File: src/rtl/seq_digit_mac.sv
// -----------------------------------------------------------------------------
// seq_digit_mac
//   Sequential digit-serial unsigned multiplier with an optional running
//   accumulator. Each operand is split into K = N/D digits of D bits; one
//   DxD partial product is formed per cycle and shifted into a 2N-bit partial
//   sum, so a full multiply takes K*K CALC cycles.
//
//   Parameters
//     N : operand width (N >= D, N % D == 0)
//     D : digit width
//     G : accumulator guard bits
//
//   Ports
//     clk     : clock, rising edge
//     rst     : asynchronous active-high reset
//     start   : request a new multiply (accepted in IDLE or DONE)
//     a, b    : unsigned operands, captured at the accepted start
//     acc_en  : add the product into acc at completion (captured at start)
//     acc_clr : zero acc and ovf at the accepted start
//     busy    : high during CALC
//     done    : one-cycle completion pulse (the DONE state)
//     prod    : product of the last completed operation
//     acc     : running accumulator, 2N+G bits
//     ovf     : sticky accumulator carry-out
// -----------------------------------------------------------------------------
module seq_digit_mac #(
    parameter int N = 8,
    parameter int D = 2,
    parameter int G = 4
) (
    input  logic             clk,
    input  logic             rst,
    input  logic             start,
    input  logic [N-1:0]     a,
    input  logic [N-1:0]     b,
    input  logic             acc_en,
    input  logic             acc_clr,
    output logic             busy,
    output logic             done,
    output logic [2*N-1:0]   prod,
    output logic [2*N+G-1:0] acc,
    output logic             ovf
);

    localparam int K  = N / D;
    localparam int IW = (K > 1) ? $clog2(K) : 1;
    localparam int PW = 2 * N;
    localparam int AW = 2 * N + G;

    typedef enum logic [1:0] {
        IDLE = 2'd0,
        CALC = 2'd1,
        DONE = 2'd2
    } state_t;

    state_t          state;
    logic [N-1:0]    a_q;
    logic [N-1:0]    b_q;
    logic            en_q;
    logic [IW-1:0]   i_idx;     // outer digit index (a)
    logic [IW-1:0]   j_idx;     // inner digit index (b)
    logic [PW-1:0]   psum;

    logic [D-1:0]    a_dig;
    logic [D-1:0]    b_dig;
    logic [2*D-1:0]  pp;
    logic [PW-1:0]   term;
    logic [PW-1:0]   psum_nxt;
    logic [AW:0]     acc_sum;   // one extra bit holds the carry-out
    logic            last;

    // Partial-product datapath. The largest shift is D*(2K-2) = 2N-2D, so a
    // 2D-bit partial product always fits in the 2N-bit sum without loss.
    always_comb begin
        a_dig    = D'(a_q >> (D * int'(i_idx)));
        b_dig    = D'(b_q >> (D * int'(j_idx)));
        pp       = a_dig * b_dig;
        term     = PW'(pp) << (D * (int'(i_idx) + int'(j_idx)));
        psum_nxt = psum + term;
        acc_sum  = {1'b0, acc} + (AW+1)'(psum_nxt);
        last     = (i_idx == IW'(K - 1)) && (j_idx == IW'(K - 1));
    end

    always_ff @(posedge clk or posedge rst) begin
        if (rst) begin
            state <= IDLE;
            busy  <= 1'b0;
            done  <= 1'b0;
            prod  <= '0;
            acc   <= '0;
            ovf   <= 1'b0;
            a_q   <= '0;
            b_q   <= '0;
            en_q  <= 1'b0;
            i_idx <= '0;
            j_idx <= '0;
            psum  <= '0;
        end else begin
            case (state)
                IDLE, DONE: begin
                    done <= 1'b0;
                    if (start) begin
                        state <= CALC;
                        busy  <= 1'b1;
                        a_q   <= a;
                        b_q   <= b;
                        en_q  <= acc_en;
                        i_idx <= '0;
                        j_idx <= '0;
                        psum  <= '0;
                        // Clear happens now, so the completion add sees zero.
                        if (acc_clr) begin
                            acc <= '0;
                            ovf <= 1'b0;
                        end
                    end else begin
                        state <= IDLE;
                    end
                end

                CALC: begin
                    // start is ignored here: operands and indices are frozen.
                    psum <= psum_nxt;
                    if (j_idx == IW'(K - 1)) begin
                        j_idx <= '0;
                        i_idx <= i_idx + 1'b1;
                    end else begin
                        j_idx <= j_idx + 1'b1;
                    end
                    if (last) begin
                        state <= DONE;
                        busy  <= 1'b0;
                        done  <= 1'b1;
                        prod  <= psum_nxt;
                        if (en_q) begin
                            acc <= acc_sum[AW-1:0];
                            ovf <= ovf | acc_sum[AW];
                        end
                    end
                end

                default: begin
                    state <= IDLE;
                    busy  <= 1'b0;
                    done  <= 1'b0;
                end
            endcase
        end
    end

endmodule

File: config.mk
export PLATFORM = sky130hd
export DESIGN_NAME = seq_digit_mac
export DESIGN_NICKNAME = d
export VERILOG_FILES = /design/src/rtl/seq_digit_mac.sv
export SDC_FILE = /design/constraint.sdc
export NUM_CORES = 1
export LEC_CHECK = 0
export ABC_AREA = 1
export CORE_AREA = 2 2 120 122
export DETAILED_ROUTE_END_ITERATION = 12
export DIE_AREA = 0 0 122 124
export SYNTH_ARGS = -nofsm -noshare
export SYNTH_HDL_FRONTEND = slang
export SYNTH_SLANG_ARGS = --single-unit
export TNS_END_PERCENT = 5
File: constraint.sdc
create_clock -name clk -period 5.3 [get_ports clk]
set_input_delay 0.53 -clock clk [delete_from_list [all_inputs] [get_ports clk]]
set_output_delay 0.53 -clock clk [all_outputs]
set_load 0.1 [all_outputs]
==> flow_metrics.py, run 1 <==
metrics = {
    "place": {
        "place.gp.congestion": 0.933,
        "port_buffers": 59,
        "dp_hpwl_mm": 11.0,
    },
    "synthesis": {
        "synthDistinctLibCells": 39,
        "yosysTopAreaCell": "dfrtp_1",
        "synth_compound_area_frac": 0.101,
        "muxShareOfSynthArea": 0,
        "synth.cell_area_sq_um": 5290,
        "yosys.area.top_type_share": 0.364,
        "ys.flop_type": "dfrtp_1",
        "synth_edf_count": 0,
        "avgSynthCellArea_sq_um": 6.96,
        "synthTopCellsByArea": "dfrtp_1 (36%), nand2_1 (22%), ha_1 (9.0%), inv_1 (5.3%), nor2_1 (5.1%)",
        "synth_adder_area_share": 0.101,
        "syn_nets": 821,
        "syn_inst": 759,
        "yosys_warnings": 0,
        "synthArstFlopShare": 1.00,
        "yosys.area_share.simple": 0.349,
        "yosysSeqAreaShare": 0.364,
        "synth_top_family_by_area": "simple AND/OR/NAND/NOR gates",
        "ys_ff_latch": 77,
        "synth_xor_area_frac": 0.0166,
    },
    "timing": {
        "period_minus_slack_ps": 4670,
        "fmax_ghz": 0.214,
        "drv_slew": 0,
        "period_share": 0.882,
        "setup_tns_ps": 0,
        "worst_pin_slew_ps": 1010,
        "relSlewSlack": 0.327,
        "hold_viol_final": 0,
        "setup-violations-final": 0,
        "finClkSkew_ps": 4.75,
        "rsz0062_at_grt": "false",
    },
    "finish": {
        "final_common_cell": "nand2_1",
        "area_delta_synth_final_pct": 19.8,
        "layout_common_cells": "nand2_1 (303), dfrtp_1 (77), inv_1 (74)",
        "drive_gt1_frac": 0.0497,
        "nFillCells": 1414,
        "final_nets": 884,
        "num_antenna_cells": 0,
        "fin_util": 0.461,
    },
    "drt": {
        "wl_met1_mm": 7.16,
        "route.met2.wl_mm": 6.27,
        "dr_wl_met3_microns": 642,
        "top_layer_used": "met4",
        "wire_per_inst_microns": 14.2,
        "drt_iter0_markers": 370,
        "ant_nets": 0,
        "vias": 4896,
        "post-route-drc-count": 0,
        "wl_mm": 14.3,
        "dr.pass1.iters": 5,
        "via_per_inst": 4.87,
    },
    "clocking": {
        "clkSlewWorstSetupHoldPaths_ps": 60,
        "post_cts_buffers": 0,
        "cts_buffer_depth": 2,
        "clk_latency_ps": 350,
        "holdBufCountCts": 0,
        "cts-resized-gates": 0,
        "cts_buffers": 9,
        "cts_sinks": 77,
        "htreeDepth": 3,
        "cts_tree": "done",
        "cts_root_buffer": "clkbuf_16",
    },
    "critical_path": {
        "setup.worst_path.class": "reg -> reg",
        "path_max_fanout": 9,
        "start_kind": "register",
        "crit_arrival_ps": 4920,
        "end_kind": "register",
        "worstPathRequired_ps": 5540,
    },
    "global_route": {
        "grt_overflow": 0,
        "grt_pass1_vias": 4618,
        "track_usage": 0.202,
        "grt_start_max_net_pins": 41,
        "grt_first_pass_wirelength_mm": 23.5,
        "antenna_found_initial": 0,
    },
    "floorplan": {
        "die_x_microns": 122,
        "fp.dieH_microns": 124,
        "rows": 43,
        "start_util": 0.385,
        "ioPinCount": 60,
        "coreArea_sq_um": 13700,
        "die-area_sq_um": 15100,
    },
    "worst_hold_path": {
        "hp-class": "reg -> reg",
    },
    "job": {
        "max-cap-violations": 0,
    },
    "status": {
        "status": "finished clean",
    },
}
## final timing paths
check / from / endpoint / slack, ps / cells after the start
max: i_idx[0] / acc[14] / 630 / 25
min: b_q[5] / b_q[5] / 480 / 2
max reg2reg: i_idx[0] / acc[14] / 630 / 25
min reg2reg: b_q[5] / b_q[5] / 480 / 2
max in group asynchronous: rst / psum[14] / 3740 / 3
min in group asynchronous: rst / en_q / 600 / 2
## registers in the layout (all words and copies together) (netlist names)
signal	count
a_q	8
acc	20
b_q	8
busy	1
en_q	1
i_idx	2
j_idx	2
ovf	1
prod	16
psum	16
state	2
## through the flow
stage,std cells,worst slack (ps),area (sq um),hold slack (ps)
2_1_floorplan,759,1220,5290,437
3_3_place_gp,991,640,6080,462
3_5_place_dp,991,536,6080,462
4_1_cts,1005,538,6330,478
5_1_grt,1005,174,6330,488
6_report,1005,625,6330,479
## synth_stat cells, drive strengths merged (3+ instances only)
| cell type | number |
|---|---|
| nor2 | 75 |
| fa | 3 |
| nand2 | 306 |
| and2 | 5 |
| o21ai | 36 |
| ha | 38 |
| xor2 | 6 |
| or2 | 4 |
| o22ai | 4 |
| a21oi | 38 |
| buf | 6 |
| a22o | 6 |
| nand3b | 5 |
| nand4 | 5 |
| a21o | 3 |
| xnor2 | 4 |
| clkbuf | 4 |
| dfrtp | 77 |
| nor3 | 4 |
| inv | 80 |
| nand3 | 46 |
## final cells by class
class	count	area, sq um	share of cell area
multi-input combinational	591	3000	0.474
sequential	77	1930	0.304
clock inverter	5	30.0	0.00474
inverter	81	309	0.0488
timing repair buffer	62	613	0.0968
tap	180	225	0.0356
clock buffer	9	225	0.0356
## kinds of logic (layout without fill, tap and decap cells)
logic type      after synthesis  in the layout
compound gates               90             90
buf+inv                      91            157
flops                        77             77
xor+xnor                     10             10
fa+ha+maj                    41             41
simple gates                450            450
## metal layers
metal  GRT usage  up-vias
li1            -     2550
met2       0.317      101
met4      0.0697        0
met3      0.0298       15
met1       0.285     2230
met5           0        -
## worst max-delay path: stages (launching register included)
cell      delay, ps
dfrtp_1         490
inv_1           130
nor2_1          130
nor2_1           60
a21oi_1         170
nor2_1           60
ha_1            180
ha_1            290
o21ai_1         330
nor2_1          100
ha_1            390
a21oi_2         190
nand2_1         120
nand2_1          90
nand2_1         130
or2_0           220
and2_1          180
ha_1            360
nand2_1          90
nand2_1         100
a21oi_1         320
nor2_1           90
nor2_1          140
nand3b_1         90
nand3_1          80
nand2_1          50
Power of run 1 is left out: the tool's default activity adds up to more than one toggle a clock period on the data nets, which glitch-free logic cannot reach.
==> run 2, diff against run 1 <==
- GPL_ROUTABILITY_DRIVEN: unset -> 0
- GPL_TIMING_DRIVEN: unset -> 0
==> run 2 against run 1 <==
  * Via count fell by 0.80%
  * Utilization rose by 0.51 points
  * Final cell count rose by 0.70%
  * Wire length fell by 2.3%
  * Clock-buffer cell count rose by 1
  * Design area rose by 1.1%
  * First-iteration DRC count fell by 19%
  * Clock skew rose by 2.0 ps
  * Worst hold slack got worse by 11 ps
  * Flip-flop and latch count did not move
  * Non-clock buffer count rose by 8
  * Critical path type unchanged
==> flow_metrics.py, run 2 (synthesized netlist as in run 1, its figures left out) <==
metrics = {
    "drt": {
        "wire_per_inst_microns": 13.8,
        "post-route-drc-count": 0,
        "via_per_inst": 4.80,
        "vias": 4857,
        "drt_iter0_markers": 301,
        "wl_mm": 14.0,
        "dr.pass1.iters": 5,
        "ant_nets": 0,
    },
    "place": {
        "dp_hpwl_mm": 10.9,
        "port_buffers": 59,
    },
    "timing": {
        "period_minus_slack_ps": 4740,
        "period_share": 0.894,
        "relSlewSlack": 0.336,
        "hold_viol_final": 0,
        "setup_tns_ps": 0,
        "rsz0062_at_grt": "false",
        "worst_pin_slew_ps": 992,
        "fmax_ghz": 0.211,
        "drv_slew": 0,
        "finClkSkew_ps": 6.72,
        "setup-violations-final": 0,
    },
    "critical_path": {
        "critPathSlowestCell": "dfrtp_1",
        "start_kind": "register",
        "path_max_fanout": 9,
        "setup.worst_path.class": "reg -> reg",
        "end_kind": "register",
        "crit_path_max_incr_delay_ps": 480,
        "worstPathRequired_ps": 5530,
        "crit_arrival_ps": 4970,
        "cp_common_cell": "nand2_1",
    },
    "global_route": {
        "grt_pass1_vias": 4620,
        "antenna_found_initial": 0,
        "grt_overflow": 0,
        "grt_start_max_net_pins": 59,
        "grt_first_pass_wirelength_mm": 23.1,
        "track_usage": 0.199,
    },
    "clocking": {
        "clk_latency_ps": 340,
        "cts_tree": "done",
        "post_cts_buffers": 0,
        "cts_buffers": 9,
        "htreeDepth": 3,
        "cts_sinks": 77,
        "cts_root_buffer": "clkbuf_16",
        "cts_buffer_depth": 2,
        "clkSlewWorstSetupHoldPaths_ps": 60,
    },
    "finish": {
        "drive_gt1_frac": 0.0505,
        "final_common_cell": "nand2_1",
        "num_antenna_cells": 0,
        "layout_common_cells": "nand2_1 (303), dfrtp_1 (77), inv_1 (74)",
        "largest_registers": "acc: 20 flops, prod: 16 flops, psum: 16 flops",
        "regMostFlops": "acc",
        "largest_reg_flops": 20,
        "final_nets": 892,
        "area_delta_synth_final_pct": 21.1,
    },
    "floorplan": {
        "die-area_sq_um": 15100,
        "die_x_microns": 122,
        "coreArea_sq_um": 13700,
        "fp.dieH_microns": 124,
        "rows": 43,
        "ioPinCount": 60,
        "start_util": 0.385,
    },
    "job": {
        "max-cap-violations": 0,
    },
    "status": {
        "status": "finished clean",
    },
    "worst_hold_path": {
        "hp-class": "reg -> reg",
    },
}
## run 2: cell count changes in the layout (fill, tap and decap cells not counted)
cell	delta
buf_1	+1
inv_4	+1
buf_6	+1
buf_16	+1
buf_4	-3
clkinv_2	-2
bufinv_16	+1
buf_2	+4
clkinvlp_4	-2
clkbuf_1	+5
## run 2: repair_timing
| action | 4_1_cts | 5_1_grt |
|---|---|---|
| hold buffers | 0 | 0 |
| hold endpoints to repair | 0 | 0 |
| endpoints found under the setup margin | 0 | 4 |
| resized for setup | 0 | 1 |
## run 2: per-layer routing
metal / share of wire / vias to the layer above / track usage
met5: 0 / - / 0
met2: 0.44 / 94 / 0.313
met3: 0.038 / 11 / 0.0298
met1: 0.51 / 2185 / 0.283
met4: 0.015 / 0 / 0.0625
li1: - / 2567 / -
## run 2: cell type report
cell class                      instances  area, sq um
Clock buffer                           10          229
Sequential cell                        77         1930
Clock inverter                          3         40.0
Timing Repair Buffer                   60          618
Buffer                                 10         50.0
Inverter                               81          310
Fill cell                            1424         7320
Tap cell                              180          225
Multi-Input combinational cell        591         3000
## run 2: path summary, 6_finish.rpt
kind / startpoint / endpoint / slack [ps] / depth (start not counted)
setup / recovery: i_idx[0] / acc[17] / 560 / 28
hold / removal: a_q[5] / a_q[5] / 470 / 2
setup reg to reg: i_idx[0] / acc[17] / 560 / 28
hold reg to reg: a_q[5] / a_q[5] / 470 / 2
max in group asynchronous: rst / prod[9] / 4230 / 3
min in group asynchronous: rst / acc[19] / 490 / 2
## run 2: critical path: cells and delay by family (launching register included)
family        cells  cell delay (ps)
fa+ha+maj         5             1650
buf+inv           5              520
flops             1              480
simple gates     18             1950
## run 2: metrics by stage
stage | utilization | setup WS, ps | cell area [sq um] | std cells | hold slack [ps]
floorplan | - | 1220 | 5290 | 759 | 437
global placement | 0.445 | 477 | 6100 | 998 | 454
detailed placement | 0.447 | 449 | 6130 | 999 | 460
CTS | 0.467 | 428 | 6400 | 1012 | 474
global route | 0.467 | 141 | 6400 | 1012 | 488
finish | 0.467 | 560 | 6400 | 1012 | 469
Power of run 2 is left out for the same reason.
==> run 3, diff against run 2 <==
- CORE_AREA: 2 2 120 122 -> 2 2 100 102
- DIE_AREA: 0 0 122 124 -> 0 0 102 104
- PLACE_DENSITY: unset -> 0.79
==> run 3 against run 2 <==
  * Utilization up 19 points
  * Flip-flop and latch count unchanged
  * Sequential share of layout area up 0.82 points
  * Critical endpoint unchanged
  * Die area down 30%
  * Final cell count down 4.4%
  * Clock-buffer cell count up 1
  * Fmax down 1.3%
  * Global-route usage up 6.7 points
  * First-iteration DRC count down 4.3%
  * Non-clock buffer count unchanged
  * Setup slack worse by 65 ps
==> flow_metrics.py, run 3 (synthesized netlist as in run 1, its figures left out) <==
metrics = {
    "drt": {
        "vias": 5133,
        "drt_iter0_markers": 288,
        "post-route-drc-count": 0,
        "wl_mm": 13.4,
        "ant_nets": 0,
        "dr.pass1.iters": 5,
        "wire_per_inst_microns": 13.9,
        "via_per_inst": 5.31,
    },
    "global_route": {
        "grt_pass1_vias": 4917,
        "track_usage": 0.266,
        "grt_start_max_net_pins": 64,
        "grt_first_pass_wirelength_mm": 22.6,
        "grt_overflow": 0,
        "antenna_found_initial": 0,
    },
    "place": {
        "dp_slack_ps": 407,
        "dp_hpwl_mm": 10.4,
        "port_buffers": 59,
    },
    "finish": {
        "final_nets": 892,
        "largest_reg_flops": 20,
        "nFillCells": 876,
        "layout_common_cells": "nand2_1 (303), dfrtp_1 (77), inv_1 (74)",
        "final_common_cell": "nand2_1",
        "area_delta_synth_final_pct": 17.9,
        "regMostFlops": "acc",
        "num_antenna_cells": 0,
        "drive_gt1_frac": 0.0516,
        "fin_util": 0.653,
        "largest_registers": "acc: 20 flops, prod: 16 flops, psum: 16 flops",
    },
    "clocking": {
        "holdBufCountCts": 0,
        "clkSlewWorstSetupHoldPaths_ps": 80,
        "clk_latency_ps": 370,
        "cts_buffer_depth": 2,
        "htreeDepth": 3,
        "cts_buffers": 9,
        "post_cts_buffers": 0,
        "cts_tree": "done",
        "cts-resized-gates": 0,
        "cts_sinks": 77,
        "cts_root_buffer": "clkbuf_8",
    },
    "critical_path": {
        "critPathSlowestCell": "dfrtp_1",
        "worstPathRequired_ps": 5550,
        "crit_arrival_ps": 5060,
        "r2r_start": "i_idx[0]",
        "setup.worst_path.class": "reg -> reg",
        "cp_common_cell": "nor2_1",
        "path_max_fanout": 9,
        "r2r-end": "acc[17]",
        "reg2reg_depth": 26,
        "crit_path_max_incr_delay_ps": 510,
        "start_kind": "register",
        "regToRegSetupSlack_ps": 490,
        "startpoint": "i_idx[0]",
        "end_kind": "register",
    },
    "job": {
        "max-cap-violations": 0,
    },
    "status": {
        "status": "finished clean",
    },
    "timing": {
        "final.setup.worst_slack_ps": 495,
        "relSlewSlack": 0.340,
        "hold_ws_ps": 434,
        "fmax_ghz": 0.208,
        "period_share": 0.907,
        "setup_tns_ps": 0,
        "setup-violations-final": 0,
        "drv_slew": 0,
        "worst_pin_slew_ps": 987,
        "period_minus_slack_ps": 4810,
        "finClkSkew_ps": 12.8,
        "rsz0062_at_grt": "false",
        "hold_viol_final": 0,
    },
    "floorplan": {
        "die-area_sq_um": 10600,
        "start_util": 0.554,
        "fp.dieH_microns": 104,
        "ioPinCount": 60,
        "coreArea_sq_um": 9550,
        "rows": 36,
        "die_x_microns": 102,
    },
    "worst_hold_path": {
        "hp-class": "in -> async",
    },
}
==> run 3: changes by cell type in the layout (fill, tap and decap cells not counted) <==
cell	before	now
clkbuf_8	0	9
clkbuf_16	9	0
clkbuf_1	5	6
clkinvlp_4	0	1
clkinv_4	0	1
bufinv_16	1	0
==> run 3: worst max-delay path by stage <==
| stage | to | slack, ps | cells after the start |
|---|---|---|---|
| 3_5_place_dp | acc[17] | 410 | 26 |
| 2_1_floorplan | acc[17] | 1220 | 28 |
| 4_1_cts | acc[17] | 400 | 26 |
| 3_3_place_gp | acc[17] | 600 | 28 |
| 6_report | acc[17] | 490 | 26 |
| 5_1_grt | acc[17] | 70 | 28 |
==> run 3: layer usage <==
metal / vias up / share of wire / global-route usage
met5: - / 0 / 0
met4: 0 / 0.017 / 0.0895
met3: 18 / 0.060 / 0.0309
met2: 173 / 0.46 / 0.429
met1: 2376 / 0.46 / 0.369
li1: 2566 / - / -
==> run 3: critical path, delay by kind of cell (launching register included) <==
family          cells  cell delay (ps)
simple gates       17             1990
fa+ha+maj           4             1230
compound gates      3              750
flops               1              510
buf+inv             2              210
==> run 3: area by class of cell <==
| cell class | count | area [sq um] | area share |
|---|---|---|---|
| multi-input cells | 591 | 3000 | 0.482 |
| flip-flops and latches | 77 | 1930 | 0.309 |
| repair buffers | 60 | 618 | 0.0992 |
| inverters | 81 | 310 | 0.0498 |
| well taps | 133 | 166 | 0.0267 |
| clock buffers | 11 | 131 | 0.0211 |
| plain buffers | 10 | 50.0 | 0.00803 |
| clock inverters | 4 | 26.3 | 0.00422 |
==> run 3: per-stage QoR <==
step           cells  cell area, sq um
3_3_place_gp     951              6040
6_report         967              6230
3_5_place_dp     952              6070
2_1_floorplan    759              5290
4_1_cts          967              6230
5_1_grt          967              6230
Power of run 3 is left out for the same reason.
